File: src/rtl/pattern_match_pkg.sv
// Shared types and sizing helpers for the pattern-match detector family.
// Pure declarations: no latency, no flow control.
package pattern_match_pkg;

    typedef enum logic [1:0] {
        IDLE   = 2'd0,
        ARMED  = 2'd1,
        DETECT = 2'd2
    } pm_state_e;

    // Width of the run counter: it must be able to hold the value HOLD itself.
    function automatic int run_w(input int hold);
        return $clog2(hold + 1);
    endfunction

    function automatic logic [31:0] cnt_max(input int w);
        return (32'd1 << w) - 32'd1;
    endfunction

endpackage

File: src/rtl/pattern_match_if.sv
// Pattern-match bus: input vector, config handshake, detect outputs and hit counter.
// Config uses valid/ready; all other signals are level signals sampled every cycle.
interface pattern_match_if #(
    parameter int N_IN  = 10,
    parameter int CNT_W = 8
);
    logic [N_IN-1:0]  pi;
    logic             en;
    logic             clr;
    logic             cfg_valid;
    logic             cfg_ready;
    logic [N_IN-1:0]  cfg_mask;
    logic [N_IN-1:0]  cfg_value;
    logic             cfg_inv;
    logic             po0;
    logic             po_pulse;
    logic [CNT_W-1:0] hit_cnt;
    logic             cnt_sat;

    modport master (
        output pi, en, clr, cfg_valid, cfg_mask, cfg_value, cfg_inv,
        input  cfg_ready, po0, po_pulse, hit_cnt, cnt_sat
    );

    modport slave (
        input  pi, en, clr, cfg_valid, cfg_mask, cfg_value, cfg_inv,
        output cfg_ready, po0, po_pulse, hit_cnt, cnt_sat
    );
endinterface

File: src/rtl/pattern_match_cmp.sv
// Masked equality of a registered vector against a care-mask/value pair.
// Combinational, zero latency; no flow control. An all-zero mask always matches.
module pattern_match_cmp #(
    parameter int N_IN = 10
) (
    input  logic [N_IN-1:0] pi_q,
    input  logic [N_IN-1:0] mask,
    input  logic [N_IN-1:0] value,
    output logic            match
);
    assign match = &(~mask | ~(pi_q ^ value));
endmodule

File: src/rtl/pattern_match_seq.sv
// Registered pattern detector: po0 rises HOLD edges after the first matching pi_q, counts detects.
// Config is accepted only in IDLE (cfg_ready low otherwise); pi is never back-pressured.
module pattern_match_seq
    import pattern_match_pkg::*;
#(
    parameter int N_IN  = 10,
    parameter int HOLD  = 3,
    parameter int CNT_W = 8
) (
    input  logic           clk,
    input  logic           rst_n,
    pattern_match_if.slave bus
);
    localparam int               RUN_W   = run_w(HOLD);
    localparam logic [RUN_W-1:0] HOLD_V  = RUN_W'(HOLD);
    localparam logic [CNT_W-1:0] CNT_MAX = CNT_W'(cnt_max(CNT_W));

    logic [N_IN-1:0]  pi_q, mask_q, value_q;
    logic             inv_q;
    pm_state_e        state_q, state_d;
    logic [RUN_W-1:0] run_q, run_d, run_inc;
    logic             pulse_q;
    logic [CNT_W-1:0] cnt_q, cnt_d, cnt_inc;
    logic             sat_q, sat_d;
    logic             match, cfg_fire, enter_det;

    pattern_match_cmp #(.N_IN(N_IN)) u_cmp (
        .pi_q  (pi_q),
        .mask  (mask_q),
        .value (value_q),
        .match (match)
    );

    assign run_inc = run_q + 1'b1;
    assign cnt_inc = cnt_q + 1'b1;

    always_comb begin
        state_d  = state_q;
        run_d    = run_q;
        cfg_fire = 1'b0;
        case (state_q)
            IDLE: begin
                cfg_fire = bus.cfg_valid;
                if (bus.en) begin
                    state_d = ARMED;
                    run_d   = '0;
                end
            end
            ARMED: begin
                if (!bus.en) begin
                    state_d = IDLE;
                    run_d   = '0;
                end else if (match) begin
                    if (run_inc == HOLD_V) state_d = DETECT;
                    else                   run_d   = run_inc;
                end else begin
                    run_d = '0;
                end
            end
            DETECT: begin
                // Losing the match forces a full re-qualification of HOLD cycles.
                if (!bus.en || !match) begin
                    state_d = bus.en ? ARMED : IDLE;
                    run_d   = '0;
                end
            end
            default: begin
                state_d = IDLE;
                run_d   = '0;
            end
        endcase
    end

    assign enter_det = (state_q == ARMED) && (state_d == DETECT);

    always_comb begin
        cnt_d = cnt_q;
        sat_d = sat_q;
        if (bus.clr) begin
            cnt_d = '0;
            sat_d = 1'b0;
        end else if (enter_det && (cnt_q != CNT_MAX)) begin
            cnt_d = cnt_inc;
            if (cnt_inc == CNT_MAX) sat_d = 1'b1;
        end
    end

    always_ff @(posedge clk or negedge rst_n) begin
        if (!rst_n) begin
            pi_q    <= '0;
            mask_q  <= '0;
            value_q <= '0;
            inv_q   <= 1'b0;
            state_q <= IDLE;
            run_q   <= '0;
            pulse_q <= 1'b0;
            cnt_q   <= '0;
            sat_q   <= 1'b0;
        end else begin
            pi_q    <= bus.pi;
            state_q <= state_d;
            run_q   <= run_d;
            pulse_q <= enter_det;
            cnt_q   <= cnt_d;
            sat_q   <= sat_d;
            if (cfg_fire) begin
                mask_q  <= bus.cfg_mask;
                value_q <= bus.cfg_value;
                inv_q   <= bus.cfg_inv;
            end
        end
    end

    assign bus.cfg_ready = (state_q == IDLE);
    assign bus.po0       = (state_q == DETECT) ^ inv_q;
    assign bus.po_pulse  = pulse_q;
    assign bus.hit_cnt   = cnt_q;
    assign bus.cnt_sat   = sat_q;
endmodule

File: src/flat_wrapper.sv
// flat-port wrapper written by rule: the top's interface ports become plain ports
module pattern_match_seq_flat import pattern_match_pkg::*;
#(
    parameter int N_IN  = 10,
    parameter int HOLD  = 3,
    parameter int CNT_W = 8
)
  (clk, rst_n, bus_pi, bus_en, bus_clr, bus_cfg_valid, bus_cfg_mask, bus_cfg_value, bus_cfg_inv, bus_cfg_ready, bus_po0, bus_po_pulse, bus_hit_cnt, bus_cnt_sat);
  pattern_match_if #(.N_IN(N_IN), .CNT_W(CNT_W)) bus_i ();
  input  logic clk;
  input  logic rst_n;
  input wire logic [$bits(bus_i.pi)-1:0] bus_pi;
  input wire logic [$bits(bus_i.en)-1:0] bus_en;
  input wire logic [$bits(bus_i.clr)-1:0] bus_clr;
  input wire logic [$bits(bus_i.cfg_valid)-1:0] bus_cfg_valid;
  input wire logic [$bits(bus_i.cfg_mask)-1:0] bus_cfg_mask;
  input wire logic [$bits(bus_i.cfg_value)-1:0] bus_cfg_value;
  input wire logic [$bits(bus_i.cfg_inv)-1:0] bus_cfg_inv;
  output wire logic [$bits(bus_i.cfg_ready)-1:0] bus_cfg_ready;
  output wire logic [$bits(bus_i.po0)-1:0] bus_po0;
  output wire logic [$bits(bus_i.po_pulse)-1:0] bus_po_pulse;
  output wire logic [$bits(bus_i.hit_cnt)-1:0] bus_hit_cnt;
  output wire logic [$bits(bus_i.cnt_sat)-1:0] bus_cnt_sat;
  assign bus_i.pi = bus_pi;
  assign bus_i.en = bus_en;
  assign bus_i.clr = bus_clr;
  assign bus_i.cfg_valid = bus_cfg_valid;
  assign bus_i.cfg_mask = bus_cfg_mask;
  assign bus_i.cfg_value = bus_cfg_value;
  assign bus_i.cfg_inv = bus_cfg_inv;
  assign bus_cfg_ready = bus_i.cfg_ready;
  assign bus_po0 = bus_i.po0;
  assign bus_po_pulse = bus_i.po_pulse;
  assign bus_hit_cnt = bus_i.hit_cnt;
  assign bus_cnt_sat = bus_i.cnt_sat;
  pattern_match_seq #(.N_IN(N_IN), .HOLD(HOLD), .CNT_W(CNT_W)) u_core (.clk(clk), .rst_n(rst_n), .bus(bus_i));
endmodule
File: config.mk
export PLATFORM = sky130hd
export DESIGN_NAME = pattern_match_seq_flat
export DESIGN_NICKNAME = d
export VERILOG_FILES = /design/src/rtl/pattern_match_pkg.sv /design/src/rtl/pattern_match_if.sv /design/src/rtl/pattern_match_cmp.sv /design/src/rtl/pattern_match_seq.sv /design/src/flat_wrapper.sv
export SDC_FILE = /design/constraint.sdc
export NUM_CORES = 1
export LEC_CHECK = 0
export BUFFER_PORTS_ARGS = -buffer_cell sky130_fd_sc_hd__buf_2
export CAP_MARGIN = 10
export CORE_ASPECT_RATIO = 0.8
export CORE_MARGIN = 5
export CORE_UTILIZATION = 57
export CTS_CLUSTER_SIZE = 40
export DETAILED_ROUTE_END_ITERATION = 10
export HOLD_SLACK_MARGIN = 0.05
export MAX_ROUTING_LAYER = met4
export PLACE_DENSITY = 0.91
export SLEW_MARGIN = 20
export SYNTH_ARGS = -nofsm -noshare
export SYNTH_HDL_FRONTEND = slang
export SYNTH_SLANG_ARGS = --single-unit
File: constraint.sdc
create_clock -name clk -period 3.2 [get_ports clk]
set_input_delay 0.64 -clock clk [delete_from_list [all_inputs] [get_ports clk]]
set_output_delay 0.64 -clock clk [all_outputs]
set_load 0.01 [all_outputs]
Yosys cells after proc, flatten, opt, wreduce, memory -nomap -nowiden
Index checks and enable logic that the tools add are counted.

storage, ports and cells
  register bits after elaboration = 45
  bits of input ports = 36
  logic and storage cells = 55

cells by class
  add/subtract/negate cells = 2
  bitwise logic cells = 5
  equality and inequality tests = 9
  mux-type cells = 19
  reductions and logical operators = 11

operators by type and width
  kind                                                                    number
  2-bit 2-to-1 mux                                                        10
  10-bit NOT                                                              2
  8-bit 2-to-1 mux                                                        2
  2-bit one-hot mux with 3 select lines                                   2
  10-bit OR                                                               1
  10-bit AND reduction                                                    1
  10-bit bitwise XOR                                                      1
  8-bit by 1-bit adder with 8-bit output (second input constant)          1
  8-bit equality test (second input constant)                             1
  8-bit != test (second input constant)                                   1
  2-bit equality test (second input constant)                             3
  1-bit 2-to-1 mux                                                        5
  4-bit != test (second input constant)                                   1
  2-bit nonzero test                                                      2
  3-bit AND reduction                                                     1
  2-bit by 1-bit adder with 2-bit output (second input constant)          1
  2-bit by 1-bit equality test with 1-bit output (second input constant)  1
  1-bit logical AND                                                       2
  1-bit zero test                                                         2
  2-bit zero test                                                         1
  2-bit by 1-bit != test with 1-bit output (second input constant)        1
  2-bit != test (second input constant)                                   1
  2-bit AND reduction                                                     1
  1-bit logical OR                                                        1
  1-bit bitwise XOR                                                       1

Longest topological paths before layout
Gate-level depths: netlist (run 1).

  depth in word-level cells = 13
  mapped depth = 8
  depth with buffers taken out = 7

Modules after synthesis
Synthesis (run 1) repeated with hierarchy kept, for this count alone.

unflattened totals
  cell total of the unflattened synthesis = 152
  area, all modules = 1963.1 sq um

by module, submodules not included
  module             times used  area an instance (sq um)  cells each
  pattern_match_seq  1           1824.2                    136
  pattern_match_cmp  1           138.9                     16

Least setup slack after synthesis (run 1)
No wires, ideal clock.

  kind = reg-to-reg
  start = register u_core.run_q[0]
  end = register u_core.cnt_q[2], in the netlist u_core.bus.hit_cnt[2]
  data arrival time = 1.815 ns
  slack = 1.307 ns
  path buffers = 1
  clock period less this slack = 1.893 ns
  required time = 3.122 ns
  stages on the path, launching flop included = 9
  cells stage by stage = dfrtp_1 inv_1 ha_1 nand4b_2 a41oi_2 nand3_2 buf_6 or4_1 a21oi_1

between the ends
  word-level cells in the longest chain between the ends = 10

RTL lines
  element                                 line                      RTL
  start: declaration                      pattern_match_seq.sv:21   logic [RUN_W-1:0] run_q, run_d, run_inc;
  start signal: assignment                pattern_match_seq.sv:102  run_q <= run_d;
  2-bit by 1-bit adder with 2-bit output  pattern_match_seq.sv:34   assign run_inc = run_q + 1'b1;
  2-bit equality test                     pattern_match_seq.sv:54   if (run_inc == HOLD_V) state_d = DETECT;
  2-bit 2-to-1 mux                        pattern_match_seq.sv:54
  2-bit 2-to-1 mux                        pattern_match_seq.sv:53   end else if (match) begin
  2-bit 2-to-1 mux                        pattern_match_seq.sv:50   if (!bus.en) begin
  2-bit one-hot mux with 3 select lines   pattern_match_seq.sv:41   case (state_q)
  2-bit equality test                     pattern_match_seq.sv:74   assign enter_det = (state_q == ARMED) && (state_d == DETECT);
  1-bit logical AND                       pattern_match_seq.sv:74
  1-bit logical AND                       pattern_match_seq.sv:82   end else if (enter_det && (cnt_q != CNT_MAX)) begin
  2-bit nonzero test (no source line)     --
  end signal: assignment                  pattern_match_seq.sv:104  cnt_q <= cnt_d;
  end: declaration                        pattern_match_seq.sv:23   logic [CNT_W-1:0] cnt_q, cnt_d, cnt_inc;

Every way passes these cells.
A chain may end at the register's enable or synchronous reset.

Final worst setup path (run 1)
  start = register u_core.value_q[8]
  end = register u_core.cnt_q[6], in the netlist u_core.bus.hit_cnt[6]

between the ends
  word-level cells in the longest chain between the ends = 12
  elaborated cells on any way between the ends = 14

RTL lines
  element                                  line                      RTL
  start: declaration                       pattern_match_seq.sv:18   logic [N_IN-1:0] pi_q, mask_q, value_q;
  start signal: assignment                 pattern_match_seq.sv:108  value_q <= bus.cfg_value;
  10-bit bitwise XOR *                     pattern_match_cmp.sv:11   assign match = &(~mask | ~(pi_q ^ value));
  10-bit NOT *                             pattern_match_cmp.sv:11
  10-bit OR *                              pattern_match_cmp.sv:11
  10-bit AND reduction *                   pattern_match_cmp.sv:11
  1-bit zero test                          pattern_match_seq.sv:62   if (!bus.en || !match) begin
  1-bit logical OR                         pattern_match_seq.sv:62
  2-bit 2-to-1 mux                         pattern_match_seq.sv:62
  2-bit one-hot mux with 3 select lines *  pattern_match_seq.sv:41
  2-bit equality test *                    pattern_match_seq.sv:74
  1-bit logical AND *                      pattern_match_seq.sv:74
  1-bit logical AND *                      pattern_match_seq.sv:82
  2-bit nonzero test (no source line) *    --

Mark *: on every way between the ends. The rest lies on a longest branch, timed or not.

==> flow_summary.ini, run 1 <==
[status]
status = finished clean

[critical_path]
end_kind = flip-flop
reg2regPathDepth = 5
path_class = reg -> reg
worstReg2RegStart = u_core.value_q[8]$_DFFE_PN0P_
endpoint = u_core.bus.hit_cnt[6]$_DFFE_PN0P_
r2r_slack_ns = 0.97
cpMaxStageDelayCell = nand3_1
critical_path.max_stage_delay_ns = 0.49
cp.depth = 5
cp.arrival_ns = 2.42
path_delay_family = simple AND/OR/NAND/NOR gates
setup.worst_path.start = u_core.value_q[8]$_DFFE_PN0P_
startpoint_type = flip-flop
timing.rr.end = u_core.bus.hit_cnt[6]$_DFFE_PN0P_
path_cells = xor2_1 > a22oi_1 > nand3_1 > nor4_1 > mux2_1
worst-path-buf-inv = 0
crit_fanout = 19
worstPathRequired_ns = 3.39

[timing]
rsz0062_at_grt = false
finalHoldViolCount = 0
slew_headroom_pct = 37.9
tightest_slew_ns = 0.931
min_period_ns = 2.23
setup_viol = 0
fin_crit_sh_pct = 69.8
tns_ns = 0
holdWs_ns = 0.439
slew_violations = 0
worst_slack_ns = 0.967
timing.fmax_mhz = 448
skew_ns = 0.00406

[clock_network]
path_clk_slew_ns = 0.09
holdBufCountCts = 0
cts_buffers = 5
clock_path_buffers = 2
cts_resized = 0
cts_tree = built
insertion_delay_ns = 0.30
cts_num_sinks = 45
htree_levels = 2
post_cts_buffers = 0
ctsRootBufferMaster = clkbuf_8

[synthesis]
ys_warn_count = 0
syn_area_um2 = 2080
synth_cell_types = 39
avgSynthCellArea_um2 = 12.2
synth_nets = 209
synth_seq_cells = 45
netlist_instances = 170
yosysSeqAreaShare_pct = 54.2

[final_layout]
fin_cells = 260
diodes = 0
final_nets = 256
fin_util_pct = 70.4
final.fill_count = 250
seq_area_um2 = 1130
layout-drive-gt1-share_pct = 37.6
fin_area_um2 = 2440
layout_common_cells = buf_2 (47), dfrtp_1 (45), mux2_2 (21), xor2_1 (11), inv_1 (9)
final_common_cell = buf_2
area_delta_synth_final_pct = 17.7
multiInputGateArea_um2 = 880

[floorplanning]
dieArea_um2 = 4960
start_util_pct = 59.8
core_um2 = 3470
pin_count = 48
die_x_um = 77.5
num_rows = 19
die_h_um = 64.0

[detailed_routing]
wire_per_inst_um = 13.9
drtIter0Drc = 42
totalWireLength_mm = 3.60
drc = 0
viasPerCell = 5.53
ant_nets = 0
firstDrtPassIters = 4
via_count = 1438

[power_and_ir_drop]
p_leak_nw = 1.11
peakVddDrop_v = 0.000527
total_power_mw = 1.24
cellPowerDensity_nw_per_um2 = 509

[placement]
preCtsSetupSlack_ns = 1.00
place_inst = 252
dp_hpwl_mm = 2.69
port_buffers = 47
gp_congestion = 0.856
place_area_um2 = 2330

[global_route]
grt_pass1_vias = 1464
grt_pass1_wl_mm = 6.35
overflow = 0
antenna_found_initial = 0
track_usage_pct = 16.2
grt_max_degree = 46

[worst_hold_path]
min_path_type = in -> reg
holdCritStartpoint = bus_pi[9]

[job]
maxCapViolCount = 0
==> flip-flops by register name (all words and copies together), names as in the netlist <==
name	cells
u_core.bus.po_pulse	1
u_core.pi_q	10
u_core.bus.hit_cnt	8
u_core.inv_q	1
u_core.bus.cnt_sat	1
u_core.mask_q	10
u_core.state_q	2
u_core.run_q	2
u_core.value_q	10
==> metal layers <==
layer  wire length, um  GRT usage, %  vias to the layer above
met3               242          6.32                        6
li1                  -             -                      712
met5                 0             -                        -
met1              1700          20.6                      681
met4                48          4.51                        0
met2              1610          24.4                       39
==> synthesized netlist by cell type (all sizes together) <==
master | n | share of area [%]
a211o | 1 | 0.42
a21oi | 8 | 1.9
a221oi | 1 | 0.42
a22oi | 6 | 2.7
a32o | 2 | 0.96
a41oi | 1 | 0.78
and2 | 3 | 0.90
and3 | 3 | 0.90
buf | 3 | 1.0
clkbuf | 4 | 0.78
dfrtp | 45 | 54
ha | 3 | 1.8
inv | 9 | 1.6
mux2 | 22 | 12
nand2 | 5 | 0.90
nand2b | 1 | 0.30
nand3 | 4 | 1.2
nand4 | 2 | 0.60
nand4b | 2 | 1.1
nor2 | 4 | 0.72
nor2b | 1 | 0.30
nor3 | 1 | 0.24
nor4 | 2 | 0.60
o21ai | 4 | 0.96
o22ai | 1 | 0.30
o311ai | 1 | 0.42
o31ai | 6 | 2.2
o41ai | 2 | 0.84
or2 | 1 | 0.30
or3 | 3 | 0.90
or4 | 5 | 1.8
xnor2 | 3 | 1.3
xor2 | 11 | 4.6
==> worst min-delay path by stage <==
stage,depth (start not counted),slack (ns),endpoint
global placement,1,0.49,u_core.mask_q[6]$_DFFE_PN0P_
CTS,1,0.43,u_core.pi_q[6]$_DFF_PN0_
detailed placement,1,0.50,u_core.mask_q[6]$_DFFE_PN0P_
finish,1,0.44,u_core.pi_q[9]$_DFF_PN0_
floorplan,0,0.34,u_core.bus.cnt_sat$_DFFE_PN0P_
global route,1,0.42,u_core.pi_q[6]$_DFF_PN0_
==> where the power goes <==
part	switching, mW	internal (mW)
Sequential	0.0292	0.616
Clock	0.202	0.238
Combinational	0.0807	0.0777
==> layout make-up <==
type	count	share of cell area [%]
timing repair buffer	47	9.63
inverter	9	1.38
multi-input combinational	109	36.0
sequential	45	46.1
tap	42	2.15
clock inverter	3	1.95
clock buffer	5	2.82
==> cells by family after synthesis <==
group	Yosys count	share of synthesized area, %
AND/OR/NAND/NOR	37	10.8
buffers and inverters	16	3.43
multiplexers	22	11.9
flip-flops	45	54.2
XOR/XNOR	14	5.90
AO/OA/AOI/OAI	33	11.9
adder cells (fa/ha/maj)	3	1.81
(Power assumes the default switching activity.)
==> inputs of run 2 (changes only) <==
--- a/config.mk
+++ b/config.mk
@@ -5,16 +5,17 @@
 export SDC_FILE = /design/constraint.sdc
 export NUM_CORES = 1
 export LEC_CHECK = 0
+export ABC_AREA = 1
 export BUFFER_PORTS_ARGS = -buffer_cell sky130_fd_sc_hd__buf_2
 export CAP_MARGIN = 10
 export CORE_ASPECT_RATIO = 0.8
 export CORE_MARGIN = 5
-export CORE_UTILIZATION = 57
+export CORE_UTILIZATION = 53
 export CTS_CLUSTER_SIZE = 40
 export DETAILED_ROUTE_END_ITERATION = 10
 export HOLD_SLACK_MARGIN = 0.05
 export MAX_ROUTING_LAYER = met4
-export PLACE_DENSITY = 0.91
+export PLACE_DENSITY = 0.85
 export SLEW_MARGIN = 20
 export SYNTH_ARGS = -nofsm -noshare
 export SYNTH_HDL_FRONTEND = slang
==> constraint.sdc (replaced) <==
create_clock -name clk -period 2.16 [get_ports clk]
set_input_delay 0.432 -clock clk [delete_from_list [all_inputs] [get_ports clk]]
set_output_delay 0.432 -clock clk [all_outputs]
set_load 0.01 [all_outputs]
==> flow_summary.ini, run 2 <==
[status]
status = finished clean

[floorplanning]
start_util_pct = 55.5
dieArea_um2 = 5390
num_rows = 20
core_um2 = 3830
pin_count = 48
die_h_um = 66.6
die_x_um = 80.8

[clock_network]
clock_path_buffers = 2
cts_buffers = 5
holdBufCountCts = 0
path_clk_slew_ns = 0.08
htree_levels = 2
cts_resized = 0
cts_num_sinks = 45
insertion_delay_ns = 0.30
ctsRootBufferMaster = clkbuf_8
cts_tree = built
post_cts_buffers = 0

[worst_hold_path]
min_path_type = in -> async

[synthesis]
synth_area_leader_cell = dfrtp_1
synth-adder-area-share_pct = 1.77
synth_seq_cells = 45
muxShareOfSynthArea_pct = 6.89
synth_top_family_by_area = simple AND/OR/NAND/NOR gates
synthXorXnorAreaFrac_pct = 2.47
synth_nets = 277
synth_compound_area_share_pct = 2.65
synth_cell_types = 25
synth.area.top_cells = dfrtp_1 (53%), nand2_1 (10%), mux2_2 (6.9%), nor2_1 (4.9%), inv_1 (4.8%)
netlist_instances = 238
synth_edf_count = 0
synth_most_common_cell = nand2_1
synth.top_cell.area_share_pct = 53.0
ys_warn_count = 0
synthSimpleGateAreaFrac_pct = 26.4
yosysSeqAreaShare_pct = 53.0
synth_common_cells = nand2_1 (59), dfrtp_1 (45), nor2_1 (28), inv_1 (27), nand3_1 (19)
syn_area_um2 = 2130
async_flop_share_pct = 100
ys.flop_type = dfrtp_1
avgSynthCellArea_um2 = 8.93

[final_layout]
fin_util_pct = 66.1
layout_common_cells = nand2_1 (59), buf_2 (47), dfrtp_1 (45), nor2_1 (28), inv_1 (27)
final.fill_count = 306
final_nets = 330
layout-drive-gt1-share_pct = 29.8
diodes = 0
reg_top3 = u_core.mask_q x10, u_core.pi_q x10, u_core.value_q x10
area_delta_synth_final_pct = 19.1
final_common_cell = nand2_1

[detailed_routing]
viasPerCell = 4.84
ant_nets = 0
drc = 0
via_count = 1678
drtIter0Drc = 113
totalWireLength_mm = 4.17
wire_per_inst_um = 12.0
firstDrtPassIters = 4

[power_and_ir_drop]
peakVddDrop_v = 0.000519
p_leak_nw = 1.41
cellPowerDensity_nw_per_um2 = 756

[timing]
slew_violations = 0
setup_viol = 0
fin_crit_sh_pct = 75.7
timing.fmax_mhz = 611
min_period_ns = 1.64
finalHoldViolCount = 0
tns_ns = 0
skew_ns = 0.00750
rsz0062_at_grt = false
holdWs_ns = 0.199
tightest_slew_ns = 0.536
slew_headroom_pct = 64.3

[critical_path]
end_kind = flip-flop
r2r_slack_ns = 0.52
path_class = reg -> reg
worstPathRequired_ns = 2.40
startpoint_type = flip-flop
cp.arrival_ns = 1.88
crit_fanout = 9

[global_route]
overflow = 0
grt_pass1_vias = 1639
grt_pass1_wl_mm = 7.24
antenna_found_initial = 0
track_usage_pct = 18.1
grt_max_degree = 46

[placement]
dp_hpwl_mm = 3.06
gp_congestion = 0.859
port_buffers = 47

[job]
maxCapViolCount = 0
[run 2: cell types whose count changed after synthesis, sizes merged, moves of 5 or more]
cell	change
nor2	+28
a22oi	-6
xor2	-5
inv	+25
or4	-5
nand2	+55
o31ai	-6
nand3	+19
mux2	-9
[run 2: logic make-up (layout without fill, tap and decap cells)]
kind of cell               count (synthesis)  after routing
adders and majority gates                  3              3
muxes                                     13             13
and+or+nand+nor                          122            122
buffers and inverters                     38             92
DFF                                       45             45
xor gates and xnor gates                   6              6
AOI/OAI and AO/OA                         11             11
[run 2: through the flow]
| step | worst slack [ns] | instance area [um^2] | power, mW | std cells |
|---|---|---|---|---|
| after floorplan | 0.684 | 2130 | 1.25 | 238 |
| after global placement | 0.641 | 2430 | 1.34 | 339 |
| after detailed placement | 0.569 | 2430 | 1.36 | 339 |
| after CTS | 0.524 | 2530 | 1.93 | 347 |
| after global routing | 0.359 | 2530 | 2.01 | 347 |
| final | 0.525 | 2530 | 1.91 | 347 |
[run 2: final timing paths]
path / start / to / cells past startpoint
max in group asynchronous: rst_n / u_core.value_q[0]$_DFFE_PN0P_ / 2
setup / recovery: u_core.value_q[6]$_DFFE_PN0P_ / u_core.bus.hit_cnt[4]$_DFFE_PN0P_ / 11
min in group clk: bus_pi[8] / u_core.pi_q[8]$_DFF_PN0_ / 1
hold / removal: rst_n / u_core.pi_q[2]$_DFF_PN0_ / 2
setup reg to reg: u_core.value_q[6]$_DFFE_PN0P_ / u_core.bus.hit_cnt[4]$_DFFE_PN0P_ / 11
hold reg to reg: u_core.bus.cnt_sat$_DFFE_PN0P_ / u_core.bus.cnt_sat$_DFFE_PN0P_ / 2
[run 2: layer usage]
layer	vias to the layer above	part of all wire, %	wire length [um]	track usage (%)
li1	850	-	-	-
met1	774	45	1880	23.0
met2	45	48	2000	28.8
met3	9	5.0	208	3.65
met4	0	1.7	71	6.54
met5	-	0	0	-
[run 2: area by class of cell]
cell class,instances,area (um^2),share of cell area (%)
well taps,55,68.8,2.72
repair buffers,49,250,9.88
flip-flops and latches,45,1130,44.5
inverters,35,131,5.19
clock inverters,1,5.00,0.198
clock buffers,7,96.3,3.80
multi-input cells,155,855,33.7
[run 2: critical path, stage by stage (launching register included)]
cell and delay, ns:
dfrtp_1 0.40, inv_2 0.06, nand2_1 0.05, nand3_1 0.10, nand2_1 0.08, nor2_2 0.10
nand3_2 0.15, nor2_4 0.15, nand3_4 0.16, nor2_8 0.18, nand2_1 0.08, nand2_1 0.06
[run 2: report_power, final]
part | leakage (nW) | internal [mW] | switching [mW] | total, mW
sequential | 0.550 | 0.941 | 0.0588 | 0.999
clock | 0.0542 | 0.289 | 0.276 | 0.565
combinational | 0.807 | 0.153 | 0.196 | 0.349
total | 1.41 | 1.38 | 0.531 | 1.91
